**src/rtl/muldiv_pkg.sv**
```systemverilog
// Shared definitions for the iterative RV32M multiply/divide sequencer:
// funct3 op codes, FSM state encoding and op-class helper functions.
package muldiv_pkg;

  localparam logic [2:0] F3_MUL    = 3'd0;
  localparam logic [2:0] F3_MULH   = 3'd1;
  localparam logic [2:0] F3_MULHSU = 3'd2;
  localparam logic [2:0] F3_MULHU  = 3'd3;
  localparam logic [2:0] F3_DIV    = 3'd4;
  localparam logic [2:0] F3_DIVU   = 3'd5;
  localparam logic [2:0] F3_REM    = 3'd6;
  localparam logic [2:0] F3_REMU   = 3'd7;

  typedef enum logic [1:0] {
    ST_IDLE = 2'd0,
    ST_CALC = 2'd1,
    ST_SIGN = 2'd2,
    ST_DONE = 2'd3
  } state_e;

  // DIV/DIVU/REM/REMU all live in the upper half of the funct3 space
  function automatic logic is_div(input logic [2:0] f3);
    return f3[2];
  endfunction

  // rs1 is treated as signed by MUL, MULH, MULHSU, DIV, REM
  function automatic logic is_signed_a(input logic [2:0] f3);
    return (f3 == F3_MUL) || (f3 == F3_MULH) || (f3 == F3_MULHSU) ||
           (f3 == F3_DIV) || (f3 == F3_REM);
  endfunction

  // rs2 is treated as signed by MUL, MULH, DIV, REM
  function automatic logic is_signed_b(input logic [2:0] f3);
    return (f3 == F3_MUL) || (f3 == F3_MULH) ||
           (f3 == F3_DIV) || (f3 == F3_REM);
  endfunction

endpackage

```
**src/rtl/muldiv_step.sv**
```systemverilog
// One iteration of the shared datapath: shift-add for multiply, or
// trial-subtract/shift (restoring) for divide. Purely combinational.
module muldiv_step #(
  parameter int XLEN = 32
) (
  input  logic              is_div,
  input  logic [2*XLEN-1:0] p,      // product accumulator, or {rem, quo}
  input  logic [2*XLEN-1:0] s,      // shifted multiplicand, or divisor in low half
  input  logic [XLEN-1:0]   m,      // remaining multiplier bits
  output logic [2*XLEN-1:0] p_n,
  output logic [2*XLEN-1:0] s_n,
  output logic [XLEN-1:0]   m_n
);

  logic [XLEN:0] rem_sh;
  logic [XLEN:0] diff;

  // Single iteration; diff MSB set means the trial subtraction borrowed
  always_comb begin
    p_n    = p;
    s_n    = s;
    m_n    = m;
    rem_sh = {p[2*XLEN-1:XLEN], p[XLEN-1]};
    diff   = rem_sh - {1'b0, s[XLEN-1:0]};
    if (is_div) begin
      if (!diff[XLEN]) p_n = {diff[XLEN-1:0],   p[XLEN-2:0], 1'b1};
      else             p_n = {rem_sh[XLEN-1:0], p[XLEN-2:0], 1'b0};
    end else begin
      if (m[0]) p_n = p + s;
      s_n = {s[2*XLEN-2:0], 1'b0};
      m_n = {1'b0, m[XLEN-1:1]};
    end
  end

endmodule

```
**src/rtl/ex_muldiv_seq.sv**
```systemverilog
// Iterative RV32M multiply/divide sequencer beside the execute stage.
// Operands are reduced to magnitudes at accept, iterated XLEN times through
// muldiv_step, then the sign is restored in a single SIGN cycle.
// Optional: define MULDIV_EARLY_OUT_EN to let multiplies leave CALC as soon
// as the remaining multiplier bits are all zero.
module ex_muldiv_seq
  import muldiv_pkg::*;
#(
  parameter int XLEN = 32
) (
  input  logic            clk,
  input  logic            rst_n,
  input  logic            in_valid,
  output logic            in_ready,
  input  logic [2:0]      funct3,
  input  logic [XLEN-1:0] op_a,
  input  logic [XLEN-1:0] op_b,
  input  logic            flush,
  output logic            out_valid,
  input  logic            out_ready,
  output logic [XLEN-1:0] result,
  output logic            stall
);

  localparam int CW = $clog2(XLEN) + 1;
  localparam logic [XLEN-1:0] SMIN = {1'b1, {(XLEN-1){1'b0}}};

  state_e            state_q, state_d;
  logic [CW-1:0]     cnt_q, cnt_d;
  logic [2:0]        f3_q, f3_d;
  logic              neg_q, neg_d;
  logic [2*XLEN-1:0] p_q, p_d, s_q, s_d;
  logic [XLEN-1:0]   m_q, m_d;
  logic [XLEN-1:0]   result_q, result_d;

  logic [2*XLEN-1:0] p_n, s_n;
  logic [XLEN-1:0]   m_n;
  logic              a_neg, b_neg;
  logic [XLEN-1:0]   a_mag, b_mag, sel;
  logic [2*XLEN-1:0] prod_fix;
  logic              calc_last;

  muldiv_step #(.XLEN(XLEN)) u_step (
    .is_div (is_div(f3_q)),
    .p      (p_q),
    .s      (s_q),
    .m      (m_q),
    .p_n    (p_n),
    .s_n    (s_n),
    .m_n    (m_n)
  );

`ifdef MULDIV_EARLY_OUT_EN
  assign calc_last = (cnt_q == CW'(XLEN-1)) || (!is_div(f3_q) && (m_n == '0));
`else
  assign calc_last = (cnt_q == CW'(XLEN-1));
`endif

  // Next-state, operand conditioning, iteration and sign restore
  always_comb begin
    state_d  = state_q;
    cnt_d    = cnt_q;
    f3_d     = f3_q;
    neg_d    = neg_q;
    p_d      = p_q;
    s_d      = s_q;
    m_d      = m_q;
    result_d = result_q;
    a_neg    = is_signed_a(funct3) & op_a[XLEN-1];
    b_neg    = is_signed_b(funct3) & op_b[XLEN-1];
    a_mag    = a_neg ? -op_a : op_a;
    b_mag    = b_neg ? -op_b : op_b;
    prod_fix = neg_q ? -p_q : p_q;
    sel      = f3_q[1] ? p_q[2*XLEN-1:XLEN] : p_q[XLEN-1:0];

    unique case (state_q)
      ST_IDLE: if (in_valid) begin
        f3_d  = funct3;
        cnt_d = '0;
        if (is_div(funct3)) begin
          p_d   = {{XLEN{1'b0}}, a_mag};
          s_d   = {{XLEN{1'b0}}, b_mag};
          m_d   = '0;
          neg_d = funct3[1] ? a_neg : (a_neg ^ b_neg);  // REM follows dividend
        end else begin
          p_d   = '0;
          s_d   = {{XLEN{1'b0}}, a_mag};
          m_d   = b_mag;
          neg_d = a_neg ^ b_neg;
        end
        // Divide-by-zero and signed overflow resolve without iterating
        if (is_div(funct3) && op_b == '0) begin
          result_d = funct3[1] ? op_a : '1;
          state_d  = ST_DONE;
        end else if (is_div(funct3) && !funct3[0] && op_a == SMIN && op_b == '1) begin
          result_d = funct3[1] ? '0 : op_a;
          state_d  = ST_DONE;
        end else begin
          state_d  = ST_CALC;
        end
      end
      ST_CALC: begin
        p_d   = p_n;
        s_d   = s_n;
        m_d   = m_n;
        cnt_d = cnt_q + CW'(1);
        if (calc_last) state_d = ST_SIGN;
      end
      ST_SIGN: begin
        if (!is_div(f3_q))
          result_d = (f3_q == F3_MUL) ? prod_fix[XLEN-1:0] : prod_fix[2*XLEN-1:XLEN];
        else
          result_d = neg_q ? -sel : sel;
        state_d = ST_DONE;
      end
      ST_DONE: if (out_ready) state_d = ST_IDLE;
      default: state_d = ST_IDLE;
    endcase

    // Flush wins over everything, including a same-cycle accept
    if (flush) begin
      state_d = ST_IDLE;
      cnt_d   = '0;
    end
  end

  // FSM and datapath state
  always_ff @(posedge clk or negedge rst_n) begin
    if (!rst_n) begin
      state_q  <= ST_IDLE;
      cnt_q    <= '0;
      f3_q     <= '0;
      neg_q    <= 1'b0;
      p_q      <= '0;
      s_q      <= '0;
      m_q      <= '0;
      result_q <= '0;
    end else begin
      state_q  <= state_d;
      cnt_q    <= cnt_d;
      f3_q     <= f3_d;
      neg_q    <= neg_d;
      p_q      <= p_d;
      s_q      <= s_d;
      m_q      <= m_d;
      result_q <= result_d;
    end
  end

  assign in_ready  = (state_q == ST_IDLE);
  assign out_valid = (state_q == ST_DONE);
  assign result    = result_q;
  assign stall     = (state_q != ST_IDLE) && !((state_q == ST_DONE) && out_ready);

endmodule

```
**config.mk**
```make
export PLATFORM = sky130hd
export DESIGN_NAME = ex_muldiv_seq
export DESIGN_NICKNAME = d
export VERILOG_FILES = /design/src/rtl/muldiv_pkg.sv /design/src/rtl/muldiv_step.sv /design/src/rtl/ex_muldiv_seq.sv
export SDC_FILE = /design/constraint.sdc
export NUM_CORES = 1
export LEC_CHECK = 0
export ABC_CLOCK_PERIOD_IN_PS = 5200
export CELL_PAD_IN_SITES_DETAIL_PLACEMENT = 1
export CELL_PAD_IN_SITES_GLOBAL_PLACEMENT = 2
export CORE_MARGIN = 1.5
export CORE_UTILIZATION = 37
export CTS_CLUSTER_SIZE = 16
export DETAILED_ROUTE_END_ITERATION = 16
export HOLD_SLACK_MARGIN = 0.02
export PLACE_DENSITY_LB_ADDON = 0.1
export SLEW_MARGIN = 25
export SYNTH_ARGS = -nofsm -noshare
export SYNTH_HDL_FRONTEND = slang
export SYNTH_SLANG_ARGS = --single-unit
```
**constraint.sdc**
```tcl
create_clock -name clk -period 5.2 [get_ports clk]
set_clock_uncertainty 0.05 [all_clocks]
set_input_delay 0.78 -clock clk [delete_from_list [all_inputs] [get_ports clk]]
set_output_delay 0.78 -clock clk [all_outputs]
set_load 0.005 [all_outputs]
```
==> flow_metrics.env <==
export IMPL_yosysSeqAreaShare_pct=25.45
export IMPL_p_per_area_nw_per_um2=663.0
export IMPL_syn_area_per_cell_um2=7.574
export IMPL_max_freq_mhz=212.5
export IMPL_post_place_cells=3332
export IMPL_core_area_um2=53710
export IMPL_final_cell_mix="nand2_1, o21ai_0, a21oi_1"
export IMPL_drtPass1Iterations=7
export IMPL_synth_seq_cells=204
export IMPL_portBuffers=106
export IMPL_power_mw=15.12
export IMPL_drv_cap=0
export IMPL_required_ns=5.59
export IMPL_h_tree_depth=1
export IMPL_worst_setup_path_end_kind="flop"
export IMPL_synth_edf_count=0
export IMPL_syn2layout_area_growth_pct=13.67
export IMPL_status="finished, final reports clean"
export IMPL_power_internal_mw=6.943
export IMPL_die_y_um=235.8
export IMPL_comb_power_share_pct=67.3
export IMPL_wl_mm=91.51
export IMPL_tightest_slew_ns=1.040
export IMPL_start_util_pct=37.34
export IMPL_postCtsSetupRepairBufs=0
export IMPL_rsz0062_at_grt="false"
export IMPL_finalSetupViolCount=0
export IMPL_detail_route_antenna_nets=0
export IMPL_cp_arrival_ns=5.09
export IMPL_startpoint_type="flop"
export IMPL_ir_drop_uv=562.3
export IMPL_finalHoldViolations=0
export IMPL_grt_max_degree=100
export IMPL_die_x_um=235.8
export IMPL_cts_root_buf="clkbuf_16"
export IMPL_cts_resized=0
export IMPL_tns_ns=0
export IMPL_drt_initial_drc_count=1613
export IMPL_die_area_um2=55610
export IMPL_hp_class="in2async"
export IMPL_grt_pass1_wl_mm=138.7
export IMPL_yosys_area_top_type="dfrtp_1"
export IMPL_maxSlewHeadroom_pct=29.76
export IMPL_p_sw_mw=8.173
export IMPL_regArea_um2=5109
export IMPL_multi_input_area_um2=13960
export IMPL_grt_total_usage_pct=32.52
export IMPL_p_clk_share_pct=12.8
export IMPL_layout_commonest_cell="nand2_1"
export IMPL_final_cell_count_no_fill=3382
export IMPL_setup_ws_ns=0.4936
export IMPL_gp_congestion=0.9610
export IMPL_ys_warn_count=0
export IMPL_wl_per_cell_um=27.06
export IMPL_pre_cts_ws_ns=0.6144
export IMPL_synth_async_reset_ratio_pct=100.0
export IMPL_clockBufferDepth=3
export IMPL_yosys_top_cells_area="dfrtp_1, o21ai_0, xnor2_1"
export IMPL_period_share_pct=90.51
export IMPL_drc=0
export IMPL_hold_buffers=0
export IMPL_synth_top_area_share_pct=25.45
export IMPL_overflow=0
export IMPL_io_pins=107
export IMPL_hpwl_mm=71.67
export IMPL_antenna_found_initial=3
export IMPL_insertion_delay_ns=0.60
export IMPL_min_period_ns=4.706
export IMPL_slew_viol_final=0
export IMPL_numCtsBuffers=29
export IMPL_cts_tree="done"
export IMPL_yosys_most_used_dff="dfrtp_1"
export IMPL_syn_area_um2=20060
export IMPL_synthesis_instances=2648
export IMPL_row_count=85
export IMPL_crit_fanout=10
export IMPL_layout_drive_gt1_share_pct=6.664
export IMPL_first_global_vias=21460
export IMPL_power_leakage_nw=9.494
export IMPL_diodes=0
export IMPL_power_share_switching_pct=54.07
export IMPL_fillCellCount=6527
export IMPL_p_seq_share_pct=20.0
export IMPL_vias=20990
export IMPL_clkSinkCount=204
export IMPL_via_per_inst=6.207
export IMPL_worstSetupPathType="reg2reg"
export IMPL_rr_worst_depth=12
export IMPL_syn_num_nets=2827
export IMPL_whs_ns=0.1326
export IMPL_design_final_nets=2847
export IMPL_path_clk_slew_ns=0.05
export IMPL_synth_distinct_cells=84
-- layout make-up --
| cell class | instances | share of cell area (%) |
|---|---|---|
| flip-flops and latches | 204 | 22.41 |
| clock inverters | 7 | 0.2634 |
| multi-input cells | 2175 | 61.22 |
| well taps | 696 | 3.820 |
| clock buffers | 42 | 3.705 |
| repair buffers | 178 | 7.266 |
| inverters | 80 | 1.317 |
-- cells in the mapped netlist (59+ instances only) --
cell,instances
nand2_1,294
o21ai_0,283
a21oi_1,249
nor3_1,64
clkbuf_1,153
inv_1,80
xor2_1,83
xnor2_1,154
a21o_1,62
ha_1,105
mux2i_1,59
a211oi_1,60
dfrtp_1,204
nor2_1,224
-- final timing paths --
check	from	endpoint	slack [ns]
min in group clk	result[24]	result[24]	0.42
hold / removal	rst_n	result[11]	0.13
max in group asynchronous	rst_n	p_q[62]	3.78
setup reg to reg	p_q[12]	p_q[63]	0.49
setup / recovery	p_q[12]	p_q[63]	0.49
hold reg to reg	result[24]	result[24]	0.42
-- kinds of logic (layout without fill, tap and decap cells) --
kind of cell               after synthesis  count (layout)  share of synthesized area, %
xor gates and xnor gates               237             237                         10.35
adders and majority gates              115             115                         7.149
buffers and inverters                  269             307                         5.184
and+or+nand+nor                        810             810                         18.65
muxes                                   78              78                         4.011
DFF                                    204             204                         25.45
AOI/OAI and AO/OA                      935             935                         29.20
-- critical path: stages, from the launching register on --
cell	delay, ns
dfrtp_1	0.56
ha_1	0.48
and2_1	0.25
nand2_1	0.13
a2111oi_0	0.66
o21ai_0	0.25
a31oi_1	0.42
o211ai_1	0.25
a2111oi_0	0.77
o22ai_1	0.22
xnor2_1	0.21
mux2i_1	0.21
a211oi_1	0.09
-- layer usage --
layer / routed length, um / share of wire [%] / up-vias / GRT usage (%)
met5: 0 / 0 / - / 0
met4: 3713 / 4.1 / 0 / 11.81
met3: 4278 / 4.7 / 145 / 2.867
met2: 41060 / 45 / 540 / 51.84
met1: 42470 / 46 / 10670 / 45.79
li1: - / - / 9640 / -
-- sequential cells by signal (all words and copies together), names as in the netlist --
name	flops
cnt_q	6
f3_q	3
m_q	32
neg_q	1
p_q	64
result	32
s_q	64
state_q	2
-- metrics by stage --
step / instance area, um2 / utilization [%]
finish: 22800 / 42.45
global route: 22800 / 42.45
CTS: 22780 / 42.41
detailed placement: 21870 / 40.73
global placement: 21870 / 40.73
floorplan: 20060 / -
-- power groups by stage --
stage / Combinational, mW / Clock [mW] / Sequential [mW]
floorplan: 6.79 / 0 / 2.53
global placement: 9.89 / 0 / 2.98
detailed placement: 10.0 / 0 / 3.01
CTS: 10.1 / 1.97 / 2.99
global route: 11.0 / 2.02 / 3.07
finish: 10.2 / 1.93 / 3.02
No activity file was read; power rests on OpenSTA's default activity.
